$ cat src/rtl/key_conditioner_pkg.sv
// Shared types for the key conditioner: key FSM state encoding, mode codes, counter sizing.
// Latency: n/a (types and constant functions only).
// Backpressure: n/a.
package key_conditioner_pkg;

    // Key debounce FSM states; REPEAT only reachable when KEY_AUTO_REPEAT_EN is defined
    typedef enum logic [2:0] {
        IDLE        = 3'd0,
        DEB_PRESS   = 3'd1,
        HELD        = 3'd2,
        REPEAT      = 3'd3,
        DEB_RELEASE = 3'd4
    } key_st_e;

    // Mode switch codes as seen on key_state
    localparam logic [1:0] MODE_RUN    = 2'b00;
    localparam logic [1:0] MODE_NIGHT  = 2'b01;
    localparam logic [1:0] MODE_SET_RG = 2'b10;
    localparam logic [1:0] MODE_SET_Y  = 2'b11;

    // Width of a tick counter that must hold the largest of the given terminal counts
    function automatic int cnt_width(input int a, input int b, input int c);
        int m;
        m = (a > b) ? a : b;
        m = (m > c) ? m : c;
        return $clog2(m + 1);
    endfunction

    // PLUS/SUB only act in the two set modes (upper mode bit set)
    function automatic logic is_set_mode(input logic [1:0] mode);
        return mode[1];
    endfunction

endpackage

$ cat src/rtl/key_conditioner_fsm.sv
// Per-key debounce FSM: accepts a press after DEBOUNCE_TICKS stable ticks and emits one pulse (plus repeats with KEY_AUTO_REPEAT_EN).
// Latency: pulse registered on the clk that the DEBOUNCE_TICKS-th stable tick is seen in DEB_PRESS.
// Backpressure: none; pulses are fire-and-forget.
module key_debounce_fsm
    import key_conditioner_pkg::*;
#(
    parameter int DEBOUNCE_TICKS = 20,
`ifdef KEY_AUTO_REPEAT_EN
    parameter int REPEAT_DELAY   = 500,
    parameter int REPEAT_PERIOD  = 100,
`endif
    parameter int CNT_W          = 5
) (
    input  logic clk,
    input  logic rst,
    input  logic key_pressed,
    input  logic tick,
    output logic pulse
);

    // Terminal values are checked one tick early so the count lands exactly on the target
    localparam logic [CNT_W-1:0] DEB_LAST = CNT_W'(DEBOUNCE_TICKS - 1);
`ifdef KEY_AUTO_REPEAT_EN
    localparam logic [CNT_W-1:0] DLY_LAST = CNT_W'(REPEAT_DELAY - 1);
    localparam logic [CNT_W-1:0] PER_LAST = CNT_W'(REPEAT_PERIOD - 1);
`endif

    key_st_e          state;
    logic [CNT_W-1:0] cnt;

    // Press/release debounce state machine with registered single-cycle pulse
    always_ff @(posedge clk) begin
        if (rst) begin
            state <= IDLE;
            cnt   <= '0;
            pulse <= 1'b0;
        end else begin
            pulse <= 1'b0;
            case (state)
                IDLE: begin
                    if (key_pressed) begin
                        state <= DEB_PRESS;
                        cnt   <= '0;
                    end
                end
                DEB_PRESS: begin
                    if (!key_pressed) begin
                        state <= IDLE;
                    end else if (tick) begin
                        if (cnt >= DEB_LAST) begin
                            state <= HELD;
                            cnt   <= '0;
                            pulse <= 1'b1;
                        end else begin
                            cnt <= cnt + 1'b1;
                        end
                    end
                end
                HELD: begin
                    if (!key_pressed) begin
                        state <= DEB_RELEASE;
                        cnt   <= '0;
                    end
`ifdef KEY_AUTO_REPEAT_EN
                    else if (tick) begin
                        if (cnt >= DLY_LAST) begin
                            state <= REPEAT;
                            cnt   <= '0;
                            pulse <= 1'b1;
                        end else begin
                            cnt <= cnt + 1'b1;
                        end
                    end
`else
                    // A held key just waits for release: one pulse per accepted press
`endif
                end
`ifdef KEY_AUTO_REPEAT_EN
                REPEAT: begin
                    if (!key_pressed) begin
                        state <= DEB_RELEASE;
                        cnt   <= '0;
                    end else if (tick) begin
                        if (cnt >= PER_LAST) begin
                            cnt   <= '0;
                            pulse <= 1'b1;
                        end else begin
                            cnt <= cnt + 1'b1;
                        end
                    end
                end
`endif
                DEB_RELEASE: begin
                    // A bounce back to pressed resumes the hold without a new pulse
                    if (key_pressed) begin
                        state <= HELD;
                        cnt   <= '0;
                    end else if (tick) begin
                        if (cnt >= DEB_LAST) begin
                            state <= IDLE;
                            cnt   <= '0;
                        end else begin
                            cnt <= cnt + 1'b1;
                        end
                    end
                end
                default: begin
                    state <= IDLE;
                    cnt   <= '0;
                end
            endcase
        end
    end

endmodule

$ cat src/rtl/key_conditioner.sv
// Board-pin front end: synchronises and debounces the mode switch and PLUS/SUB keys (optional KEY_AUTO_REPEAT_EN).
// Latency: 2 clk synchroniser + DEBOUNCE_TICKS ticks (+ up to 1 tick of divider phase) to a level change or press pulse.
// Backpressure: none; pulses are single-cycle and must be consumed on the cycle they appear.
module key_conditioner
    import key_conditioner_pkg::*;
#(
    parameter int CLK_HZ         = 12_000_000,
    parameter int TICK_HZ        = 1000,
    parameter int DEBOUNCE_TICKS = 20,
    parameter int REPEAT_DELAY   = 500,
    parameter int REPEAT_PERIOD  = 100,
    parameter bit KEY_ACTIVE_LOW = 1'b1
) (
    input  logic       clk,
    input  logic       rst,
    input  logic [1:0] key_state_raw,
    input  logic       key_plus_raw,
    input  logic       key_sub_raw,
    output logic [1:0] key_state,
    output logic       key_state_chg,
    output logic       key_plus_pulse,
    output logic       key_sub_pulse
);

    // One counter width serves every tick count in the block
    localparam int CNT_W = cnt_width(DEBOUNCE_TICKS, REPEAT_DELAY, REPEAT_PERIOD);

    localparam int                 DIV      = CLK_HZ / TICK_HZ;
    localparam int                 DIV_W    = (DIV > 1) ? $clog2(DIV) : 1;
    localparam logic [DIV_W-1:0]   DIV_LAST = DIV_W'(DIV - 1);
    localparam logic [CNT_W-1:0]   DEB_LAST = CNT_W'(DEBOUNCE_TICKS - 1);
    localparam logic               KEY_IDLE = KEY_ACTIVE_LOW;

    logic [DIV_W-1:0] div_cnt;
    logic             tick;
    logic [1:0]       mode_s1, mode_s2;
    logic             plus_s1, plus_s2, sub_s1, sub_s2;
    logic             plus_pressed, sub_pressed;
    logic [1:0]       mode_cand;
    logic [CNT_W-1:0] mode_cnt;
    logic             plus_fsm_pulse, sub_fsm_pulse;
    logic             conflict, set_mode;

    // Debounce time base: 1-clk tick at the divider's terminal count
    assign tick = (div_cnt == DIV_LAST);

    // Free-running tick divider, wraps to 0 after the terminal count
    always_ff @(posedge clk) begin
        if (rst || tick) begin
            div_cnt <= '0;
        end else begin
            div_cnt <= div_cnt + 1'b1;
        end
    end

    // Two-flop synchronisers; reset to the inactive level so nothing looks pressed out of reset
    always_ff @(posedge clk) begin
        if (rst) begin
            mode_s1 <= MODE_NIGHT;
            mode_s2 <= MODE_NIGHT;
            plus_s1 <= KEY_IDLE;
            plus_s2 <= KEY_IDLE;
            sub_s1  <= KEY_IDLE;
            sub_s2  <= KEY_IDLE;
        end else begin
            mode_s1 <= key_state_raw;
            mode_s2 <= mode_s1;
            plus_s1 <= key_plus_raw;
            plus_s2 <= plus_s1;
            sub_s1  <= key_sub_raw;
            sub_s2  <= sub_s1;
        end
    end

    // Pressed means "differs from the idle pin level", whichever polarity the board uses
    assign plus_pressed = plus_s2 ^ KEY_IDLE;
    assign sub_pressed  = sub_s2 ^ KEY_IDLE;

    // Mode vector debounce: any candidate change restarts the count; accept after DEBOUNCE_TICKS stable ticks
    always_ff @(posedge clk) begin
        if (rst) begin
            mode_cand     <= MODE_NIGHT;
            mode_cnt      <= '0;
            key_state     <= MODE_NIGHT;
            key_state_chg <= 1'b0;
        end else begin
            key_state_chg <= 1'b0;
            if (mode_s2 != mode_cand) begin
                mode_cand <= mode_s2;
                mode_cnt  <= '0;
            end else if (mode_cand == key_state) begin
                mode_cnt <= '0;
            end else if (tick) begin
                if (mode_cnt >= DEB_LAST) begin
                    key_state     <= mode_cand;
                    key_state_chg <= 1'b1;
                    mode_cnt      <= '0;
                end else begin
                    mode_cnt <= mode_cnt + 1'b1;
                end
            end
        end
    end

    key_debounce_fsm #(
        .DEBOUNCE_TICKS (DEBOUNCE_TICKS),
`ifdef KEY_AUTO_REPEAT_EN
        .REPEAT_DELAY   (REPEAT_DELAY),
        .REPEAT_PERIOD  (REPEAT_PERIOD),
`endif
        .CNT_W          (CNT_W)
    ) u_plus_fsm (
        .clk         (clk),
        .rst         (rst),
        .key_pressed (plus_pressed),
        .tick        (tick),
        .pulse       (plus_fsm_pulse)
    );

    key_debounce_fsm #(
        .DEBOUNCE_TICKS (DEBOUNCE_TICKS),
`ifdef KEY_AUTO_REPEAT_EN
        .REPEAT_DELAY   (REPEAT_DELAY),
        .REPEAT_PERIOD  (REPEAT_PERIOD),
`endif
        .CNT_W          (CNT_W)
    ) u_sub_fsm (
        .clk         (clk),
        .rst         (rst),
        .key_pressed (sub_pressed),
        .tick        (tick),
        .pulse       (sub_fsm_pulse)
    );

    // Ambiguous PLUS+SUB on the same clk is dropped; keys are ignored outside the set modes.
    // All inputs here are flops, so the outputs are clean single-cycle pulses.
    assign conflict       = plus_fsm_pulse & sub_fsm_pulse;
    assign set_mode       = is_set_mode(key_state);
    assign key_plus_pulse = plus_fsm_pulse & ~conflict & set_mode;
    assign key_sub_pulse  = sub_fsm_pulse & ~conflict & set_mode;

endmodule

$ cat config.mk
export PLATFORM = sky130hd
export DESIGN_NAME = key_conditioner
export DESIGN_NICKNAME = d
export VERILOG_FILES = /design/src/rtl/key_conditioner_pkg.sv /design/src/rtl/key_conditioner_fsm.sv /design/src/rtl/key_conditioner.sv
export SDC_FILE = /design/constraint.sdc
export NUM_CORES = 1
export LEC_CHECK = 0
export ABC_AREA = 1
export BUFFER_PORTS_ARGS = -buffer_cell sky130_fd_sc_hd__buf_2
export CORE_ASPECT_RATIO = 1.75
export CORE_UTILIZATION = 60
export CTS_CLUSTER_SIZE = 40
export DETAILED_ROUTE_END_ITERATION = 6
export PLACE_DENSITY = 0.87
export REMOVE_ABC_BUFFERS = 1
export SETUP_SLACK_MARGIN = 0.4
export SYNTH_ARGS = -nofsm -noshare
export SYNTH_HDL_FRONTEND = slang
export SYNTH_SLANG_ARGS = --single-unit
export TNS_END_PERCENT = 1
$ cat constraint.sdc
create_clock -name clk -period 3.05 [get_ports clk]
set_input_delay 0.1525 -clock clk [delete_from_list [all_inputs] [get_ports clk]]
set_output_delay 0.1525 -clock clk [all_outputs]
set_load 0.005 [all_outputs]
==> flow_summary.toml <==
[synth]
avgSynthCellArea_um2 = 6.84
synth.most_common_cell = "nand2_1"
ys_seq_area_share_pct = 41.2
syn_inst = 440
synth-edff-count = 0
synth_flop_cell = "dfxtp_1"
synth-seq-cells = 62
synthTopCellsByArea = "dfxtp_1 41%, nand2_1 14%, nor2_1 7.9%"
synth_cell_types = 33
yosysWarnings = 0
synth_top_area_share_pct = 41.2
synthTopCellsByCount = "113 x nand2_1, 63 x nor2_1, 62 x dfxtp_1, 55 x inv_1, 26 x a21oi_1"
synth_top_cell_by_area = "dfxtp_1"
syn-cell-area_um2 = 3010
ys_async_sr_fraction_pct = 0

[drt]
route.vias.total = 2781
first_pass_iters = 4
met3WireLength_um = 199
met1Wirelength_mm = 2.40
drc = 0
dr.max_layer_used = "met4"
drt_wl_total_mm = 6.22
ant_nets = 0
drt_iter0_drc = 118
vias_per_cell = 5.39
wl_per_cell_um = 12.1
met2_length_mm = 3.42

[final_layout]
area_delta_synth_final_pct = 11.0
fillers = 400
diodes = 0
nets = 469
drive_gt1_share_pct = 12.9

[worst_setup_path]
crit_family = "simple AND/OR/NAND/NOR gates"
cp.arrival_ns = 2.00
worst_path_most_repeated_cell = "nand2_2"
path_buf_inv = 0
path_cells = "ha_1, nand2_2, nor2_4, nand2_2, nor2_8, nand2_2, nand2_2, nor2_1, nor2_1, nor2_1"
critical_path_required_ns = 3.28
slowest_stage = "dfxtp_1"
path_max_fanout = 19
worstSetupPathType = "register to register"
end_kind = "register"
critPathLaunchType = "register"
critPathMaxStageDelay_ns = 0.38

[timing]
maxSlewHeadroom_pct = 62.9
rsz0062_at_grt = "false"
maxSlewViolCount = 0
setup-tns-final_ns = 0
fin_crit_sh_pct = 58.1
tightest_slew_ns = 0.553
timing.fmax_mhz = 565
fin_skew_ns = 0.00962
hold_ws_ns = 0.288
worst_slack_ns = 1.28
setup_viol = 0
finalHoldViolations = 0
finalCriticalPeriod_ns = 1.77

[global_route]
grt_max_degree = 29
grt_pass1_wl_mm = 10.5
grt-ovfl-total = 0
grt_pass1_vias = 2607
antenna_found_initial = 0
gr-usage-all-layers_pct = 25.2

[power_and_ir_drop]
power.switching_mw = 0.559
power_density_nw_per_um2 = 565
leakage_nw = 1.46
vdd_drop_max_mv = 0.542
power.internal_mw = 1.33
p_seq_share_pct = 46.0
combPwrFrac_pct = 14.7
p_sw_share_pct = 29.6
clockPowerShare_pct = 39.3

[placement]
place_hpwl_mm = 4.43
place_ws_ns = 1.29
gp_congestion = 0.841
portBuffers = 10

[floorplan]
die-area_um2 = 5320
io-pin-count = 11
dieWidth_um = 55.6
die_h_um = 95.7
coreArea_um2 = 4750
initial_core_util_pct = 63.4
num_rows = 33

[clock_tree]
clock_latency_ns = 0.35
cts_root_buf = "clkbuf_8"
cts_tree = "yes"
h-tree-depth = 3
ctsHoldBuffers = 4
cts.sinks = 62
cts_made_buffers = 9
postCtsSetupBuffers = 0
postCtsResizedCells = 0
max-clock-path-buffers = 2
path_clk_slew_ns = 0.07

[run_status]
status = "complete, no violations"

[min_path]
holdCritPathClass = "input port to register"

[run]
cap_violations = 0
flip-flops by register name, summed over array words and instances, names as in the netlist, 2 cells and up:
name,cells
u_sub_fsm.cnt,9
mode_cnt,9
div_cnt,14
key_state,2
mode_s2,2
mode_cand,2
u_sub_fsm.state,3
u_plus_fsm.state,3
mode_s1,2
u_plus_fsm.cnt,9
power by group through the flow:
stage / clock [mW] / sequential (mW) / combinational [mW]
floorplan: 0 / 0.879 / 0.209
global placement: 0 / 0.883 / 0.261
detailed placement: 0 / 0.886 / 0.270
CTS: 0.754 / 0.867 / 0.276
global route: 0.786 / 0.870 / 0.307
finish: 0.743 / 0.868 / 0.277
final timing paths:
check / start / end / slack (ns) / cells past startpoint
setup / recovery: div_cnt[0]$_SDFF_PP0_ / u_plus_fsm.cnt[5]$_SDFFE_PP0P_ / 1.28 / 10
hold / removal: rst / mode_s1[1]$_SDFF_PP0_ / 0.29 / 3
setup reg to reg: div_cnt[0]$_SDFF_PP0_ / u_plus_fsm.cnt[5]$_SDFFE_PP0P_ / 1.28 / 10
hold reg to reg: mode_s1[1]$_SDFF_PP0_ / mode_s2[1]$_SDFF_PP0_ / 0.41 / 2
worst min-delay path: cells and delay by family:
kind | cells | cell delay [ns]
AND/OR/NAND/NOR | 1 | 0.12
buffers and inverters | 2 | 0.32
stage by stage:
| stage | instances | instance area (µm²) | util (%) | total power [mW] |
|---|---|---|---|---|
| final | 516 | 3340 | 70.4 | 1.89 |
| after global routing | 516 | 3340 | 70.4 | 1.96 |
| after CTS | 516 | 3340 | 70.4 | 1.90 |
| after detailed placement | 496 | 3100 | 65.2 | 1.16 |
| after global placement | 496 | 3100 | 65.2 | 1.14 |
| after floorplan | 433 | 2970 | - | 1.09 |
per-layer routing:
layer	vias to the layer above	global-route usage (%)
li1	1440	-
met1	1267	23.3
met2	54	49.1
met3	20	5.51
met4	0	16.3
met5	-	0
final cells by class:
class / count / area (µm²) / area share, %
Clock buffer: 10 / 138 / 4.12
Clock inverter: 6 / 70.1 / 2.10
Inverter: 59 / 221 / 6.62
Multi-Input combinational cell: 312 / 1510 / 45.2
Sequential cell: 62 / 1240 / 37.1
Tap cell: 52 / 65.1 / 1.95
Timing Repair Buffer: 15 / 97.6 / 2.92
placed cells by master, fill, tap and decap left out, types with 2 or more instances in the layout:
master	Yosys	layout
a21oi_1	26	26
buf_2	1	10
clkbuf_8	0	10
clkinv_4	0	3
dfxtp_1	62	62
dlygate4sd3_1	0	4
ha_1	4	4
inv_1	55	55
inv_2	4	4
nand2_1	113	113
nand2_2	8	8
nand3_1	24	24
nand4_1	12	12
nor2_1	63	63
nor3_1	16	16
nor3_2	4	4
o21ai_0	13	13
o21bai_1	2	2
or2_2	11	11
xor2_1	3	3
cell families after synthesis:
kind of cell	count (synthesis)	share of synthesized area (%)
AND/OR/NAND/NOR	259	39.5
buffers and inverters	66	8.64
flip-flops	62	41.2
AO/OA/AOI/OAI	46	8.14
adder cells (fa/ha/maj)	4	1.66
XOR/XNOR	3	0.873
Note: power is estimated with default switching activity, not from simulation.
